File: config.mk
export PLATFORM = sky130hd
export DESIGN_NAME = expr_sig_collector
export DESIGN_NICKNAME = d
export VERILOG_FILES = /design/src/rtl/expr_sig_collector.sv
export SDC_FILE = /design/constraint.sdc
export NUM_CORES = 1
export LEC_CHECK = 0
export CORE_ASPECT_RATIO = 1.25
export CORE_MARGIN = 4
export CORE_UTILIZATION = 45
export CTS_CLUSTER_DIAMETER = 100
export DETAILED_ROUTE_END_ITERATION = 8
export PLACE_DENSITY = 0.92
export SLEW_MARGIN = 15
export SYNTH_ARGS = -nofsm -noshare
export SYNTH_HDL_FRONTEND = slang
export SYNTH_SLANG_ARGS = --single-unit
File: constraint.sdc
create_clock -name clk -period 3.9 [get_ports clk]
set_input_delay 0.39 -clock clk [delete_from_list [all_inputs] [get_ports clk]]
set_output_delay 0.39 -clock clk [all_outputs]
set_load 0.05 [all_outputs]
File: src/rtl/expr_sig_collector.sv
// expr_sig_collector: compacts a run of 90-bit expression results into a
// 32-bit MISR signature, counting accepted vectors until VEC_COUNT is reached.
// Optional golden-signature compare (golden/pass/fail ports) is built in when
// the macro EXPR_SIG_CMP_EN is defined; the default build leaves it out.
module expr_sig_collector #(
    parameter int          VEC_COUNT = 256,
    parameter logic [31:0] POLY      = 32'h04C11DB7,
    parameter logic [31:0] SEED      = 32'hFFFFFFFF
) (
    input  logic        clk,
    input  logic        reset_n,
    input  logic        start,
    input  logic        in_valid,
    input  logic [89:0] in_y,
    output logic        in_ready,
    output logic        busy,
    output logic        done,
    output logic [15:0] count,
    output logic [31:0] signature
`ifdef EXPR_SIG_CMP_EN
    ,
    input  logic [31:0] golden,
    output logic        pass,
    output logic        fail
`endif
);

    // Count value whose accept completes the run.
    localparam logic [15:0] LAST_CNT = 16'(VEC_COUNT - 1);

    typedef enum logic [1:0] {
        IDLE = 2'd0,
        RUN  = 2'd1,
        DONE = 2'd2
    } state_t;

    state_t      state;
    state_t      state_nxt;
    logic        accept;
    logic        run_start;
    logic [31:0] sig_nxt;
    logic [15:0] cnt_nxt;

    // XOR-fold of the 90-bit result down to the 32-bit MISR input width.
    function automatic logic [31:0] fold(input logic [89:0] y);
        return y[31:0] ^ y[63:32] ^ {6'b0, y[89:64]};
    endfunction

    // One MISR shift with polynomial feedback and parallel data injection.
    function automatic logic [31:0] misr_step(input logic [31:0] s, input logic [31:0] f);
        return {s[30:0], 1'b0} ^ (s[31] ? POLY : 32'h0) ^ f;
    endfunction

    assign accept    = in_valid && in_ready;
    assign run_start = start && (state != RUN);

    // State register.
    always_ff @(posedge clk or negedge reset_n) begin
        if (!reset_n) begin
            state <= IDLE;
        end else begin
            state <= state_nxt;
        end
    end

    // Next-state logic: start leaves IDLE/DONE, the final accept ends the run.
    always_comb begin
        state_nxt = state;
        case (state)
            IDLE: if (start) state_nxt = RUN;
            RUN:  if (accept && (count == LAST_CNT)) state_nxt = DONE;
            DONE: if (start) state_nxt = RUN;
            default: state_nxt = IDLE;
        endcase
    end

    // State-decoded outputs.
    always_comb begin
        busy     = (state == RUN);
        in_ready = (state == RUN);
        done     = (state == DONE);
    end

    // Next signature/count: reload on start, fold in one vector per accept, else hold.
    always_comb begin
        sig_nxt = signature;
        cnt_nxt = count;
        if (run_start) begin
            sig_nxt = SEED;
            cnt_nxt = 16'd0;
        end else if (accept) begin
            sig_nxt = misr_step(signature, fold(in_y));
            cnt_nxt = count + 16'd1;
        end
    end

    // Signature and count registers.
    always_ff @(posedge clk or negedge reset_n) begin
        if (!reset_n) begin
            signature <= SEED;
            count     <= 16'd0;
        end else begin
            signature <= sig_nxt;
            count     <= cnt_nxt;
        end
    end

`ifdef EXPR_SIG_CMP_EN
    // Verdict registers track the signature entering DONE, so they are valid with done and clear on start.
    always_ff @(posedge clk or negedge reset_n) begin
        if (!reset_n) begin
            pass <= 1'b0;
            fail <= 1'b0;
        end else begin
            pass <= (state_nxt == DONE) && (sig_nxt == golden);
            fail <= (state_nxt == DONE) && (sig_nxt != golden);
        end
    end
`endif

endmodule

==> metrics.csv <==
stage,metric,value,unit
status,status,"complete, no violations",
detailed_routing,Initial DRC Count,101,
timing,Peak Freq,407,MHz
timing,skew final,10.6,ps
worst_setup_path,"Max FO, Critical Path",16,
floorplanning,FP Rows,33,
pwr,switching share of power,0.437,
placed_design,Detailed Place HPWL,6.72,mm
cts,CTS buffer count,5,
placed_design,routability congestion estimate,0.800,
worst_setup_path,Critical Path Max Stage Delay,910,ps
cts,CTS tree,done,
detailed_routing,Vias,2617,
grt,initial antenna violation count,0,
pwr,Max IR drop VDD,0.308,mV
grt,GR Overflow Total,0,
pwr,Clk pwr share,0.112,
grt,global-route wire length before repair,13.5,mm
pwr,Internal,1800,µW
worst_setup_path,Reg2Reg Depth,5,
timing,period utilization,0.630,
detailed_routing,total iterations of the first detailed-routing run,4,
worst_setup_path,critical path startpoint category,register,
floorplanning,boundary pin count,145,
detailed_routing,via-per-instance ratio,5.16,
yosys,Synth Cell Area,3030,µm²
yosys,sequential-to-total area share from yosys stat,0.427,
final_layout,n_diodes,0,
pwr,Total Power,3210,µW
yosys,Post-Syn Area per Cell,10.9,µm²
cts,CTS resizes,0,
grt,largest net degree at the start of global routing,51,
yosys,top-area cell type share of the netlist area,0.278,
worst_setup_path,slowest CP cell,clkdlybuf4s50_1,
run,Max-Cap Viols,0,
timing,Final Slew Violations,0,
timing,"Hold Violations, Final",0,
timing,Setup Viol. Count Final,0,
cts,root buf cell,clkbuf_8,
worst_setup_path,CP endpoint kind,primary output,
final_layout,Area Overhead vs Synth,54.0,%
timing,Slew @ Worst Pin,902,ps
worst_setup_path,CP arrival,2070,ps
final_layout,"commonest cells after routing, fill and taps aside","clkdlybuf4s50_1, xnor2_1, xor2_1, a2bb2oi_1, dfstp_2",
pwr,sequential fraction of design power,0.317,
cts,"Clk Latency, worst-skew pair",290,ps
cts,Clock transition at path regs,90,ps
worst_setup_path,critical path class,reg -> out,
cts,Max clock buf depth,2,
pwr,Switch Pwr,1400,µW
worst_setup_path,"Largest delay share family, worst path",buffers and inverters,
placed_design,Port Buf Inserts,144,
floorplanning,Die Ht,99.7,µm
cts,hold-fix buffers at CTS,0,
final_layout,final net count,514,
pwr,power per cell area,688,nW/µm²
detailed_routing,total wire length,8.51,mm
pwr,Comb power frac,0.571,
yosys,Synth area leader,dfstp_2,
yosys,Synth area leaders,"dfstp_2, xnor2_1, xor2_1",
cts,clock sinks,50,
worst_hold_path,Hold Crit Class,in -> async,
cts,htree depth,2,
worst_setup_path,Buf/Inv on CP,1,
grt,gr usage total,0.211,
worst_setup_path,Crit path required time,3510,ps
timing,max_slew headroom,0.398,
yosys,Synth cell types,34,
pwr,Leak,0.00180,µW
yosys,count of state elements after synthesis,50,
final_layout,"commonest non-fill, non-tap cell in the layout",clkdlybuf4s50_1,
floorplanning,full die area,8110,µm²
floorplanning,CORE AREA,6570,µm²
grt,vias in the first global route,2846,
yosys,Syn Inst Count,278,
timing,TNS Setup,0,ps
final_layout,layout cells sized above 1,0.107,
yosys,Yosys warnings,0,
worst_setup_path,critical path cell sequence,clkdlybuf4s50_1,
floorplanning,Die X,81.3,µm
floorplanning,Initial Utilization,0.461,
detailed_routing,post-route ant nets,0,
cts,Post-CTS Setup Bufs,0,
timing,RSZ-0062 raised after global routing,no,
worst_setup_path,Worst path depth,1,
detailed_routing,Routed WL per cell,16.8,µm
detailed_routing,# DRC,0,
yosys,synthesized net count,373,
timing,shortest period the worst path allows,2460,ps
## kinds of logic after synthesis
family | after synthesis | synth area share
AOI/OAI and AO/OA | 51 | 0.134
adders and majority gates | 1 | 0.00413
xor gates and xnor gates | 111 | 0.321
buffers and inverters | 15 | 0.0248
DFF | 50 | 0.427
and+or+nand+nor | 50 | 0.0893
## power by group through the flow
stage / clock network, µW / logic [µW] / registers (µW)
finish: 358 / 1830 / 1020
CTS: 363 / 1840 / 1020
floorplan: 0 / 680 / 1590
global placement: 0 / 1800 / 1020
detailed placement: 0 / 1830 / 1030
global route: 384 / 1920 / 1050
## layer usage
| metal | track usage | part of all wire |
|---|---|---|
| met5 | 0 | 0 |
| met4 | 0.0546 | 0.013 |
| met3 | 0.0353 | 0.066 |
| met2 | 0.400 | 0.55 |
| met1 | 0.237 | 0.37 |
## cell type report
type                    instances  area, µm²
inverters                       2       7.51
clock buffers                   6       72.6
repair buffers                147       1480
fillers                       510       1910
multi-input cells             213       1660
well taps                      87        109
clock inverters                 2       37.5
flip-flops and latches         50       1290
## metrics by stage
step                instances  setup WS [ps]  area (µm²)  hold WS [ps]  utilization
CTS                       506           1450        4630           335        0.706
detailed placement        498           1280        4520           508        0.689
finish                    507           1440        4660           121        0.710
global route              507           1400        4660           152        0.710
floorplan                 278           2090        3030          94.4            -
global placement          498           1370        4520           504        0.689
## worst register-to-register path: stages (launching register included)
cell	delay, ps
dfrtp_1	420
and3b_1	820
buf_4	390
nand4_1	150
xor2_1	170
nor2_1	50
## final timing paths
check                                               start                         to  slack [ps]
worst max-delay path            signature[31]$_DFFE_PN1P_              signature[31]        1440
worst min-delay path                              reset_n       count[3]$_DFFE_PN0P_         120
worst max register to register       state[1]$_DFFE_PN0P_       count[4]$_DFFE_PN0P_        1760
worst min register to register  signature[22]$_DFFE_PN1P_  signature[22]$_DFFE_PN1P_         520
max in group asynchronous                         reset_n   signature[0]$_DFFE_PN1P_        3160
min in group clk                signature[22]$_DFFE_PN1P_  signature[22]$_DFFE_PN1P_         520
## synth_stat cells
cell	count
a21oi_1	5
and3b_1	1
o21ai_0	7
and2_1	1
or2b_1	1
clkbuf_1	1
nand3b_1	1
buf_2	6
ha_1	1
inv_1	2
and4_1	2
o21ai_1	1
nand4_1	6
or3_1	3
dfrtp_1	18
or4_1	2
a2bb2oi_1	32
a21oi_4	1
dfstp_2	32
nor4_1	3
o31ai_1	2
o2bb2ai_1	1
buf_1	3
xnor2_1	59
nand2_1	7
and2b_1	1
a41o_1	1
nor2_1	11
xor2_1	52
nor3_1	2
and3_1	2
a22o_1	1
nand3_1	7
buf_4	3
## sequential cells by signal (all words and copies together), names as in the netlist
signal     count
count         16
signature     32
state          2
(Power assumes the default switching activity.)
==> patch (same settings) <==
Encoding of `state_t`: now one-hot (3 bits for 3 states).
--- a/src/rtl/expr_sig_collector.sv
+++ b/src/rtl/expr_sig_collector.sv
@@ -28,10 +28,10 @@
     // Count value whose accept completes the run.
     localparam logic [15:0] LAST_CNT = 16'(VEC_COUNT - 1);
 
-    typedef enum logic [1:0] {
-        IDLE = 2'd0,
-        RUN  = 2'd1,
-        DONE = 2'd2
+    typedef enum logic [2:0] {
+        IDLE = 3'b001,
+        RUN  = 3'b010,
+        DONE = 3'b100
     } state_t;
 
     state_t      state;
Check against the original RTL: same outputs for any inputs over 10 cycles, from zero or initial values and one cycle with reset_n low; not proved beyond that.
==> patch against the original RTL <==
- power down 20%
- sequential cell count up 1
- clock skew down 4.9 ps
- routed wire length down 6.5%
- critical path depth up 2
- area after synthesis up 3.5%
- synthesized cell count up 14%
- setup slack worse by 71 ps
- design area up 0.94%
- highest routed layer unchanged
==> patch: results (changes against the original RTL) <==
status: "finished, final reports clean"
p_leak_nw: 1.69  # -5.9%
top_layer: "met4"
drt-met1-wl_um: 2960  # -7.2%
hpwl_um: 6330  # -5.7%
crit_arrival_ps: 2140  # +70 ps
yosys-top-cells-count: "xnor2_1 (94), o21ai_0 (59), dfstp_2 (33)"
routed_via_density: 5.03  # -2.5%
grt_pass1_wl_um: 12800  # -5.2%
num-fill-cells: 486  # -4.7%
synthAdderAreaFrac_pct: 0.400  # -0.014 points
drive_gt1_share_pct: 9.89  # -0.82 points
fin_skew_ps: 5.70  # -4.87 ps
drtIter0Drc: 85  # -16%
reg2reg_from: "state[1]$_DFFE_PN0P_"
final_nets: 549  # +6.8%
synth_compound_area_share_pct: 12.2  # -1.1 points
synth_xor_area_share_pct: 31.6  # -0.53 points
async_reset_ff_share_pct: 100  # unchanged
worst_hold_path_type: "in -> async"
regToRegSetupSlack_ps: 1840  # +80 ps
hold_ws_ps: 118  # -3.01 ps
peakVddDrop_mv: 0.401  # +30%
route.met2.wl_um: 4440  # -4.5%
gp_congestion: 0.817  # +2.2%
grt_max_degree: 52  # +2.0%
yosysSeqAreaShare_pct: 42.1  # -0.61 points
grt_usage_pct: 19.5  # -1.6 points
reg2reg_to: "signature[22]$_DFFE_PN1P_"
synth_area_leaders: "dfstp_2 (28%), xnor2_1 (26%), dfrtp_1 (14%), o21ai_0 (9.4%), xor2_1 (5.3%)"
wl_um: 7960  # -6.5%
syn_nets: 412  # +10%
critPathMaxFanout: 7  # -9
grt_pass1_vias: 2872  # +0.91%
tightest_slew_ps: 727  # -175 ps
reg.largest.list: "signature: 32 flops, count: 16 flops, state: 3 flops"
remaining_drc_errors: 0  # unchanged
## patch: per-stage QoR
step / area [um^2] / instances / utilization [%] / setup WS, ps
floorplan: 3130 / 317 / - / 1940
global placement: 4620 / 534 / 69.5 / 1610
detailed placement: 4620 / 534 / 69.5 / 1500
CTS: 4700 / 542 / 70.7 / 1360
global route: 4700 / 542 / 70.8 / 1270
finish: 4700 / 542 / 70.8 / 1370
## patch: worst max-delay path: stages, from the launching register on
cell             delay, ps
dfrtp_1                490
or3b_1                 440
inv_1                  110
clkdlybuf4s50_1        810
## patch: kinds of logic (layout without fill, tap and decap cells)
logic type,after synthesis,in the layout
AOI/OAI and AO/OA,73,73
xor gates and xnor gates,113,113
adders and majority gates,1,1
buffers and inverters,20,158
DFF,51,51
and+or+nand+nor,59,59
## patch: per-layer routing
layer  up-vias  GRT usage, %
li1       1340             -
met1      1288          20.8
met2        94          37.3
met3         5          5.16
met4         0          4.65
met5         -             0
## patch: worst max-delay path by stage
stage,cells after the start,to,start
2_1_floorplan,5,count[14]$_DFFE_PN0P_,count[0]$_DFFE_PN0P_
3_3_place_gp,5,count[15]$_DFFE_PN0P_,in_valid
3_5_place_dp,5,count[15]$_DFFE_PN0P_,in_valid
4_1_cts,3,busy,state[1]$_DFFE_PN0P_
5_1_grt,3,busy,state[1]$_DFFE_PN0P_
6_report,3,busy,state[1]$_DFFE_PN0P_
## patch: power breakdown
group / switching [mW] / internal (mW) / total [mW]
Combinational: 0.787 / 0.600 / 1.39
Sequential: 0.154 / 0.738 / 0.892
Clock: 0.160 / 0.126 / 0.286
Total: 1.10 / 1.46 / 2.56
## patch: cell type report
type	count	area share, %
clock inverter	1	0.106
tap	87	2.31
sequential	51	28.0
inverter	4	0.319
clock buffer	7	1.62
timing repair buffer	146	30.9
multi-input combinational	246	36.7
